### config.mk
export PLATFORM = sky130hd
export DESIGN_NAME = csr_rmw_seq
export DESIGN_NICKNAME = d
export VERILOG_FILES = /design/src/rtl/csr_pkg.sv /design/src/rtl/csr_rmw_alu.sv /design/src/rtl/csr_rmw_seq.sv
export SDC_FILE = /design/constraint.sdc
export NUM_CORES = 1
export LEC_CHECK = 0
export BUFFER_PORTS_ARGS = -buffer_cell sky130_fd_sc_hd__buf_2
export CAP_MARGIN = 10
export CORE_AREA = 10 10 116 118
export CTS_CLUSTER_DIAMETER = 200
export CTS_CLUSTER_SIZE = 28
export DETAILED_ROUTE_END_ITERATION = 8
export DIE_AREA = 0 0 126 128
export GPL_TIMING_DRIVEN = 1
export HOLD_SLACK_MARGIN = 0.03
export PLACE_DENSITY = 0.82
export SYNTH_ARGS = -nofsm -noshare
export SYNTH_HDL_FRONTEND = slang
export SYNTH_HIERARCHICAL = 1
export SYNTH_SLANG_ARGS = --single-unit
### constraint.sdc
create_clock -name clock -period 7.18 [get_ports clock]
set_input_delay 1.077 -clock clock [delete_from_list [all_inputs] [get_ports clock]]
set_output_delay 1.077 -clock clock [all_outputs]
set_load 0.01 [all_outputs]
### src/rtl/csr_pkg.sv
// Shared Zicsr definitions for the CSR read-modify-write sequencer:
// funct3 encodings, sequencer states and CSR address field positions.
package csr_pkg;

    localparam logic [2:0] CSRRW  = 3'b001;
    localparam logic [2:0] CSRRS  = 3'b010;
    localparam logic [2:0] CSRRC  = 3'b011;
    localparam logic [2:0] CSRRWI = 3'b101;
    localparam logic [2:0] CSRRSI = 3'b110;
    localparam logic [2:0] CSRRCI = 3'b111;

    // CSR address fields: [11:10]==2'b11 marks a read-only CSR.
    localparam int unsigned CSR_RO_MSB   = 11;
    localparam int unsigned CSR_RO_LSB   = 10;
    localparam int unsigned CSR_PRIV_MSB = 9;
    localparam int unsigned CSR_PRIV_LSB = 8;

    typedef enum logic [1:0] {
        IDLE,
        READ,
        WRITE,
        RESP
    } csr_state_e;

    function automatic logic f3_reserved(input logic [2:0] f3);
        return f3[1:0] == 2'b00;
    endfunction

endpackage

### src/rtl/csr_rmw_alu.sv
// Combinational operand select and RW/RS/RC merge for Zicsr instructions.
module csr_rmw_alu
    import csr_pkg::*;
#(
    parameter int unsigned XLEN = 32
) (
    input  logic [2:0]      funct3,
    input  logic [4:0]      rs1,
    input  logic [XLEN-1:0] rs1_data,
    input  logic [XLEN-1:0] old,
    output logic [XLEN-1:0] new_val
);

    logic [XLEN-1:0] operand;

    always_comb begin
        operand = funct3[2] ? {{(XLEN-5){1'b0}}, rs1} : rs1_data;
        unique case (funct3[1:0])
            2'b01:   new_val = operand;
            2'b10:   new_val = old | operand;
            2'b11:   new_val = old & ~operand;
            default: new_val = old;
        endcase
    end

endmodule

### src/rtl/csr_rmw_seq.sv
// CSR read-modify-write sequencer: reads a CSR, issues one write strobe, returns the old value.
// Optional access checking (resp_illegal port) is enabled by defining CSR_ACCESS_CHECK_EN.
module csr_rmw_seq
    import csr_pkg::*;
#(
    parameter int unsigned XLEN   = 32,
    parameter int unsigned NUM    = 4096,
    parameter int unsigned RD_LAT = 1
) (
    input  logic                    clock,
    input  logic                    reset,
    input  logic                    req_valid,
    output logic                    req_ready,
    input  logic [2:0]              req_funct3,
    input  logic [4:0]              req_rs1,
    input  logic [XLEN-1:0]         req_rs1_data,
    input  logic [$clog2(NUM)-1:0]  req_addr,
    output logic [$clog2(NUM)-1:0]  csr_addr,
    output logic                    csr_s_csr,
    output logic                    csr_s_csrsc,
    output logic [4:0]              csr_rs1,
    output logic [XLEN-1:0]         csr_data_w,
    input  logic [XLEN-1:0]         csr_data_r,
    output logic                    resp_valid,
    input  logic                    resp_ready,
`ifdef CSR_ACCESS_CHECK_EN
    output logic                    resp_illegal,
`endif
    output logic [XLEN-1:0]         resp_rdata
);

    localparam int unsigned AW = $clog2(NUM);
    localparam int unsigned CW = $clog2(RD_LAT + 1);

    csr_state_e      state_q, state_d;
    logic [CW-1:0]   cnt_q, cnt_d;
    logic [2:0]      f3_q, f3_d;
    logic [4:0]      rs1_q, rs1_d;
    logic [XLEN-1:0] rs1_data_q, rs1_data_d;
    logic [AW-1:0]   csr_addr_q, csr_addr_d;
    logic            req_ready_q, req_ready_d;
    logic            resp_valid_q, resp_valid_d;
    logic [XLEN-1:0] resp_rdata_q, resp_rdata_d;
    logic            s_csr_q, s_csr_d;
    logic            s_csrsc_q, s_csrsc_d;
    logic [4:0]      csr_rs1_q, csr_rs1_d;
    logic [XLEN-1:0] data_w_q, data_w_d;
    logic [XLEN-1:0] new_val;
    logic            skip_write;
    logic [XLEN-1:0] rdata_sel;
    logic            accept;

    assign accept = (state_q == IDLE) && req_valid && req_ready_q;

    csr_rmw_alu #(
        .XLEN(XLEN)
    ) u_alu (
        .funct3  (f3_q),
        .rs1     (rs1_q),
        .rs1_data(rs1_data_q),
        .old     (csr_data_r),
        .new_val (new_val)
    );

`ifdef CSR_ACCESS_CHECK_EN
    logic illegal_q, illegal_d;
    logic req_illegal;

    // Read-only CSRs may still be read by set/clear forms with rs1==0.
    assign req_illegal = f3_reserved(req_funct3) ||
                         ((req_addr[CSR_RO_MSB:CSR_RO_LSB] == 2'b11) &&
                          ((req_funct3[1:0] == 2'b01) || (req_rs1 != 5'd0)));
    assign skip_write   = illegal_q;
    assign rdata_sel    = illegal_q ? '0 : csr_data_r;
    assign resp_illegal = illegal_q;

    always_comb begin
        illegal_d = illegal_q;
        if (accept) begin
            illegal_d = req_illegal;
        end else if (state_q == RESP && resp_ready) begin
            illegal_d = 1'b0;
        end
    end

    always_ff @(posedge clock or posedge reset) begin
        if (reset) begin
            illegal_q <= 1'b0;
        end else begin
            illegal_q <= illegal_d;
        end
    end
`else
    assign skip_write = f3_reserved(f3_q);
    assign rdata_sel  = csr_data_r;
`endif

    always_comb begin
        state_d      = state_q;
        cnt_d        = cnt_q;
        f3_d         = f3_q;
        rs1_d        = rs1_q;
        rs1_data_d   = rs1_data_q;
        csr_addr_d   = csr_addr_q;
        req_ready_d  = req_ready_q;
        resp_valid_d = resp_valid_q;
        resp_rdata_d = resp_rdata_q;
        s_csr_d      = s_csr_q;
        s_csrsc_d    = s_csrsc_q;
        csr_rs1_d    = csr_rs1_q;
        data_w_d     = data_w_q;
        unique case (state_q)
            IDLE: begin
                if (accept) begin
                    f3_d        = req_funct3;
                    rs1_d       = req_rs1;
                    rs1_data_d  = req_rs1_data;
                    csr_addr_d  = req_addr;
                    cnt_d       = CW'(RD_LAT);
                    req_ready_d = 1'b0;
                    state_d     = READ;
                end
            end
            READ: begin
                if (cnt_q == '0) begin
                    resp_rdata_d = rdata_sel;
                    if (skip_write) begin
                        resp_valid_d = 1'b1;
                        state_d      = RESP;
                    end else begin
                        s_csr_d   = 1'b1;
                        s_csrsc_d = f3_q[1];
                        csr_rs1_d = rs1_q;
                        data_w_d  = new_val;
                        state_d   = WRITE;
                    end
                end else begin
                    cnt_d = cnt_q - CW'(1);
                end
            end
            WRITE: begin
                s_csr_d      = 1'b0;
                resp_valid_d = 1'b1;
                state_d      = RESP;
            end
            RESP: begin
                if (resp_ready) begin
                    resp_valid_d = 1'b0;
                    req_ready_d  = 1'b1;
                    state_d      = IDLE;
                end
            end
            default: begin
                state_d = IDLE;
            end
        endcase
    end

    always_ff @(posedge clock or posedge reset) begin
        if (reset) begin
            state_q      <= IDLE;
            cnt_q        <= '0;
            f3_q         <= '0;
            rs1_q        <= '0;
            rs1_data_q   <= '0;
            csr_addr_q   <= '0;
            req_ready_q  <= 1'b1;
            resp_valid_q <= 1'b0;
            resp_rdata_q <= '0;
            s_csr_q      <= 1'b0;
            s_csrsc_q    <= 1'b0;
            csr_rs1_q    <= '0;
            data_w_q     <= '0;
        end else begin
            state_q      <= state_d;
            cnt_q        <= cnt_d;
            f3_q         <= f3_d;
            rs1_q        <= rs1_d;
            rs1_data_q   <= rs1_data_d;
            csr_addr_q   <= csr_addr_d;
            req_ready_q  <= req_ready_d;
            resp_valid_q <= resp_valid_d;
            resp_rdata_q <= resp_rdata_d;
            s_csr_q      <= s_csr_d;
            s_csrsc_q    <= s_csrsc_d;
            csr_rs1_q    <= csr_rs1_d;
            data_w_q     <= data_w_d;
        end
    end

    assign req_ready   = req_ready_q;
    assign csr_addr    = csr_addr_q;
    assign csr_s_csr   = s_csr_q;
    assign csr_s_csrsc = s_csrsc_q;
    assign csr_rs1     = csr_rs1_q;
    assign csr_data_w  = data_w_q;
    assign resp_valid  = resp_valid_q;
    assign resp_rdata  = resp_rdata_q;

endmodule
### Yosys cells after proc, flatten, opt, wreduce, memory -nomap -nowiden

Index checks and enable logic that the tools add are counted.

| operators by class | value |
|---|---|
| equal/unequal tests | 11 |
| $mul | 0 |
| muxes and demuxes | 20 |
| divide/modulo/power cells | 0 |
| add/subtract/negate cells | 1 |
| bitwise logic cells | 5 |
| shift operators | 0 |
| $lt $le $gt $ge | 0 |
| reduce and logical (&&, ||, !) cells | 16 |

Operators with widths:

| kind | number |
|---|---|
| 32-bit one-hot mux with 3 select lines | 1 |
| 32-bit AND | 1 |
| 32-bit two-way mux | 1 |
| 32-bit NOT | 1 |
| 32-bit bitwise OR | 1 |
| 3-bit AND reduction | 4 |
| 1-bit two-way mux | 10 |
| 2-bit inequality test (second input constant) | 5 |
| 2-bit equality test (second input constant) | 4 |
| 2-bit one-hot mux with 4 select lines | 1 |
| 2-bit two-way mux | 3 |
| 1-bit one-hot mux with 2 select lines | 3 |
| 2-bit AND reduction | 3 |
| 2-bit nonzero test | 3 |
| 2-bit by 1-bit equality test with 1-bit output (second input constant) | 2 |
| 2-bit logical NOT | 2 |
| 4-bit AND reduction | 1 |
| 1-bit one-hot mux with 3 select lines | 1 |
| 3-bit nonzero test | 1 |
| 1-bit logical AND | 2 |
| 1-bit NOT | 2 |
| 1-bit subtractor (second input constant) | 1 |

| word-level totals | value |
|---|---|
| memories | 0 |
| latch bits | 0 |
| ROM bits | 0 |
| register bits after elaboration | 128 |
| bits of input ports | 88 |
| bits in writable memories | 0 |

### Depth between registers and ports, before layout

| depth | value |
|---|---|
| depth in word-level cells | 5 |
| gate-level depth with buffers | 8 |

### Cells and area by module

Netlist, hierarchy kept.

Modules (own cells, without submodules):

| module | cells an instance | area an instance (sq um) | times used |
|---|---|---|---|
| csr_rmw_seq | 300 | 5,022.3 | 1 |
| csr_rmw_alu | 144 | 964.7 | 1 |

### Worst setup path before layout

No wires, ideal clock.

| timing path | value |
|---|---|
| path type | input to register |
| start point | input port req_valid |
| end point | register csr_addr_q[0], in the netlist csr_addr[0] |
| required time | 7.055 ns |
| path buffers | 1 |
| arrival | 1.812 ns |
| stages | 3 |
| slack | 5.243 ns |
| cells stage by stage | nand3_1 > buf_2 > mux2_2 |

| between the ends | value |
|---|---|
| cells in the longest elaborated chain, start to end | 3 |

Ends and longest elaborated chain:

| what | RTL line | text |
|---|---|---|
| from (decl) | csr_rmw_seq.sv:12 | `input logic req_valid,` |
| 1-bit logical AND (2 in a row) | csr_rmw_seq.sv:53 | `assign accept = (state_q == IDLE) && req_valid && req_ready_q;` |
| 2-bit AND reduction (no source line) | n/a |  |
| to (signal assigned) | csr_rmw_seq.sv:180 | `csr_addr_q <= csr_addr_d;` |
| to (decl) | csr_rmw_seq.sv:40 | `logic [AW-1:0] csr_addr_q, csr_addr_d;` |

Every way passes these cells.
A chain may end at the register's enable or synchronous reset.

### Worst setup path in the final report

| timing path | value |
|---|---|
| start point | register state_q[1] |
| end point | register data_w_q[23], in the netlist csr_data_w[23] |

| between the ends | value |
|---|---|
| cells in the longest elaborated chain, start to end | 2 |

Ends and longest elaborated chain:

| what | RTL line | text |
|---|---|---|
| from (decl) | csr_rmw_seq.sv:35 | `csr_state_e state_q, state_d;` |
| from (signal assigned) | csr_rmw_seq.sv:175 | `state_q <= state_d;` |
| 2-bit by 1-bit equality test with 1-bit output | csr_rmw_seq.sv:112 | `unique case (state_q)` |
| 3-bit AND reduction (no source line) | n/a |  |
| to (signal assigned) | csr_rmw_seq.sv:187 | `data_w_q <= data_w_d;` |
| to (decl) | csr_rmw_seq.sv:47 | `logic [XLEN-1:0] data_w_q, data_w_d;` |

Every way passes these cells.

==> metrics <==
status finished, final reports clean; synth warn 6; wire per inst 19.3 µm; max-slew violations 0; clock root buffer clkbuf_16; Final Util 66.6%; GRT Resource Usage Total 18.4%; initial antenna violation count 3; ys async rst share 100%; synthesized flop and latch total 128; Final min period 3300 ps; worst slew pin tran 1030 ps; max layer used met5; post-route ant nets 0; P per Cell Area 217 mW/mm²; Final Setup Violations 0; register area share after synthesis 53.5%; Crit Path Class flip-flop to flip-flop; RSZ-0062 raised after global routing false; DR pass1 iterations 4; endpoints failing hold 0; largest net degree at the start of global routing 71; Reg-to-Reg Start state_q[1]; Worst Hold Class flip-flop to flip-flop; worst hold slack just under 500 ps; crit path from state_q[1]; Clock transition at path regs roughly 60 ps; Synth cell types 35; most instantiated library cell after synthesis dfrtp_1; vias in the first global route 4,579; Syn Inst Count 444; fin nets 708; max_slew headroom between 30% and 40%; port bufs 172; maximum net fanout on the critical path 34; Iter 0 DRT Violations 184; DRC 0; Placed Cells 739; Layout Area Growth over Synthesis 24.8%; die span in y 128 µm; CTS tree done; syn nets 537; CP most frequent cell nor2b_4; CP Buf/Inv Count 2; Max Root-Sink Buffers 2; CP max stage cell nor2b_4; CP Launch Type flip-flop; worst hold start rs1_data_q[15]; WL met2 7.48 mm; num rows 39; CORE AREA 0.0112 mm²; Vias/cell 5.27; clk_lat worst skew about 420 ps; clock sink count 128; share of post-route cells with drive strength above 1 roughly 56%; Avg Inst Size Synth 13.5 µm²; cell family with most CP delay simple AND/OR/NAND/NOR gates; CTS resizes 0; largest cells by area after synthesis dfrtp_1 (53%), mux2_2 (20%), a21oi_1 (5.2%); die area 0.0161 mm²; routed via count 4,072; htree depth 4; GRT overflow 0; Yosys top cell area share ~53%; Critical Path Max Stage Delay ~890 ps; top cells by count, synth dfrtp_1 (127), mux2_2 (107), a21oi_1 (62), xnor2_1 (27), mux2_4 (20); ys flop type dfrtp_1; Non-Filler Instances 773; Critical Path AT 3590 ps; Post-synth EDFFs 0; CTS Buf Count 17; final setup TNS 0 ps; crit share post-route 45.9%; met3 WL 1.17 mm; Final Skew 9.88 ps; first-pass GRT wire length approximately 24 mm; Max Cap Viol 0; CP cell instances inv_1 -> ha_1 -> nor2b_4 -> nor2b_4 -> buf_4 -> mux2_4; Die Wd 126 µm; Initial Util 53.3%; Critical Path End Type flip-flop; Leakage 4.04 nW; worst ir drop on vdd 0.135 mV; Routability Congestion 0.752; Total Routed Length 14.9 mm; hold_buf cts 0; Yosys top cell by area dfrtp_1; met1 WL approximately 6 mm; I/O Pins 173; final HPWL from detailed placement 10.5 mm; Critical Path RT around 7500 ps; Fmax 303 MHz; post-CTS setup buffers 0; Post-Synthesis Cell Area 0.00599 mm²
==> final cells by class <==
class / count / area (µm²)
clock buffer: 19 / 453
inverter: 6 / 25.0
tap: 143 / 179
multi-input combinational: 284 / 2560
sequential: 128 / 3210
clock inverter: 13 / 139
fill: 828 / 3750
timing repair buffer: 178 / 906
antenna: 2 / 5.00
==> placed cells by master (no fill, tap or decap), types with 2 or more instances in the layout <==
cell	n
nand2b_1	2
mux2i_1	6
a21oi_1	62
mux2_4	20
inv_1	5
xnor2_1	27
buf_4	6
mux2_2	107
nor2b_4	2
clkbuf_16	17
clkinvlp_4	2
nor2_1	6
clkinv_4	5
nor2b_1	14
nand2_1	3
clkbuf_8	2
diode_2	2
and2b_1	6
o21ai_0	4
clkinv_2	4
dfrtp_1	126
ha_1	5
buf_2	172
and2b_2	7
nand3_1	2
bufinv_16	2
==> path summary, 6_finish.rpt <==
path | end | slack, ps | cells after the start
worst min register to register | rs1_data_q[15] | 490 | 1
worst max-delay path | csr_data_w[23] | 3880 | 6
worst max register to register | csr_data_w[23] | 3880 | 6
max in group asynchronous | csr_data_w[12] | 5030 | 3
min in group asynchronous | resp_valid | 780 | 2
worst min-delay path | rs1_data_q[15] | 490 | 1
==> per-layer routing <==
metal / vias to the layer above / global-route usage, %
met5: - / 0
met4: 2 / 6.36
met3: 26 / 7.73
met2: 134 / 31.8
met1: 2002 / 19.9
li1: 1908 / -
==> flip-flops by register name (all words and copies together), names as in the netlist <==
register     flops
rs1_data_q      32
resp_rdata      32
req_ready        1
rs1_q            5
csr_addr        12
csr_s_csrsc      1
csr_data_w      32
f3_q             3
resp_valid       1
csr_rs1          5
csr_s_csr        1
state_q          2
cnt_q            1
==> per-stage QoR <==
step	area, µm²	setup slack (ps)	power (mW)
after floorplan	5990	2690	0.754
after global placement	6880	4010	0.785
after detailed placement	6880	3870	0.787
after CTS	7470	3850	1.64
after global routing	7470	3660	1.67
final	7470	3880	1.62
==> power breakdown <==
part / internal, mW / leakage (nW) / total (mW) / switching [mW]
clock: 0.528 / 0.289 / 0.847 / 0.319
combinational: 0.0221 / 1.97 / 0.0518 / 0.0297
sequential: 0.722 / 1.78 / 0.722 / 0
total: 1.27 / 4.04 / 1.62 / 0.349
==> worst register-to-register path: cells and delay by family (launching register included) <==
kind / cells / cell delay, ps
flops: 1 / 420
fa+ha+maj: 1 / 290
simple gates: 2 / 1540
mux: 1 / 350
buf+inv: 2 / 580
==> kinds of logic after synthesis <==
kind of cell | Yosys count | share of synthesized area, %
muxes | 133 | 26.1
DFF | 128 | 53.5
AOI/OAI and AO/OA | 70 | 6.06
and+or+nand+nor | 49 | 5.52
buffers and inverters | 32 | 3.76
xor gates and xnor gates | 27 | 3.95
adders and majority gates | 5 | 1.04
Note: power is estimated with default switching activity, not from simulation.
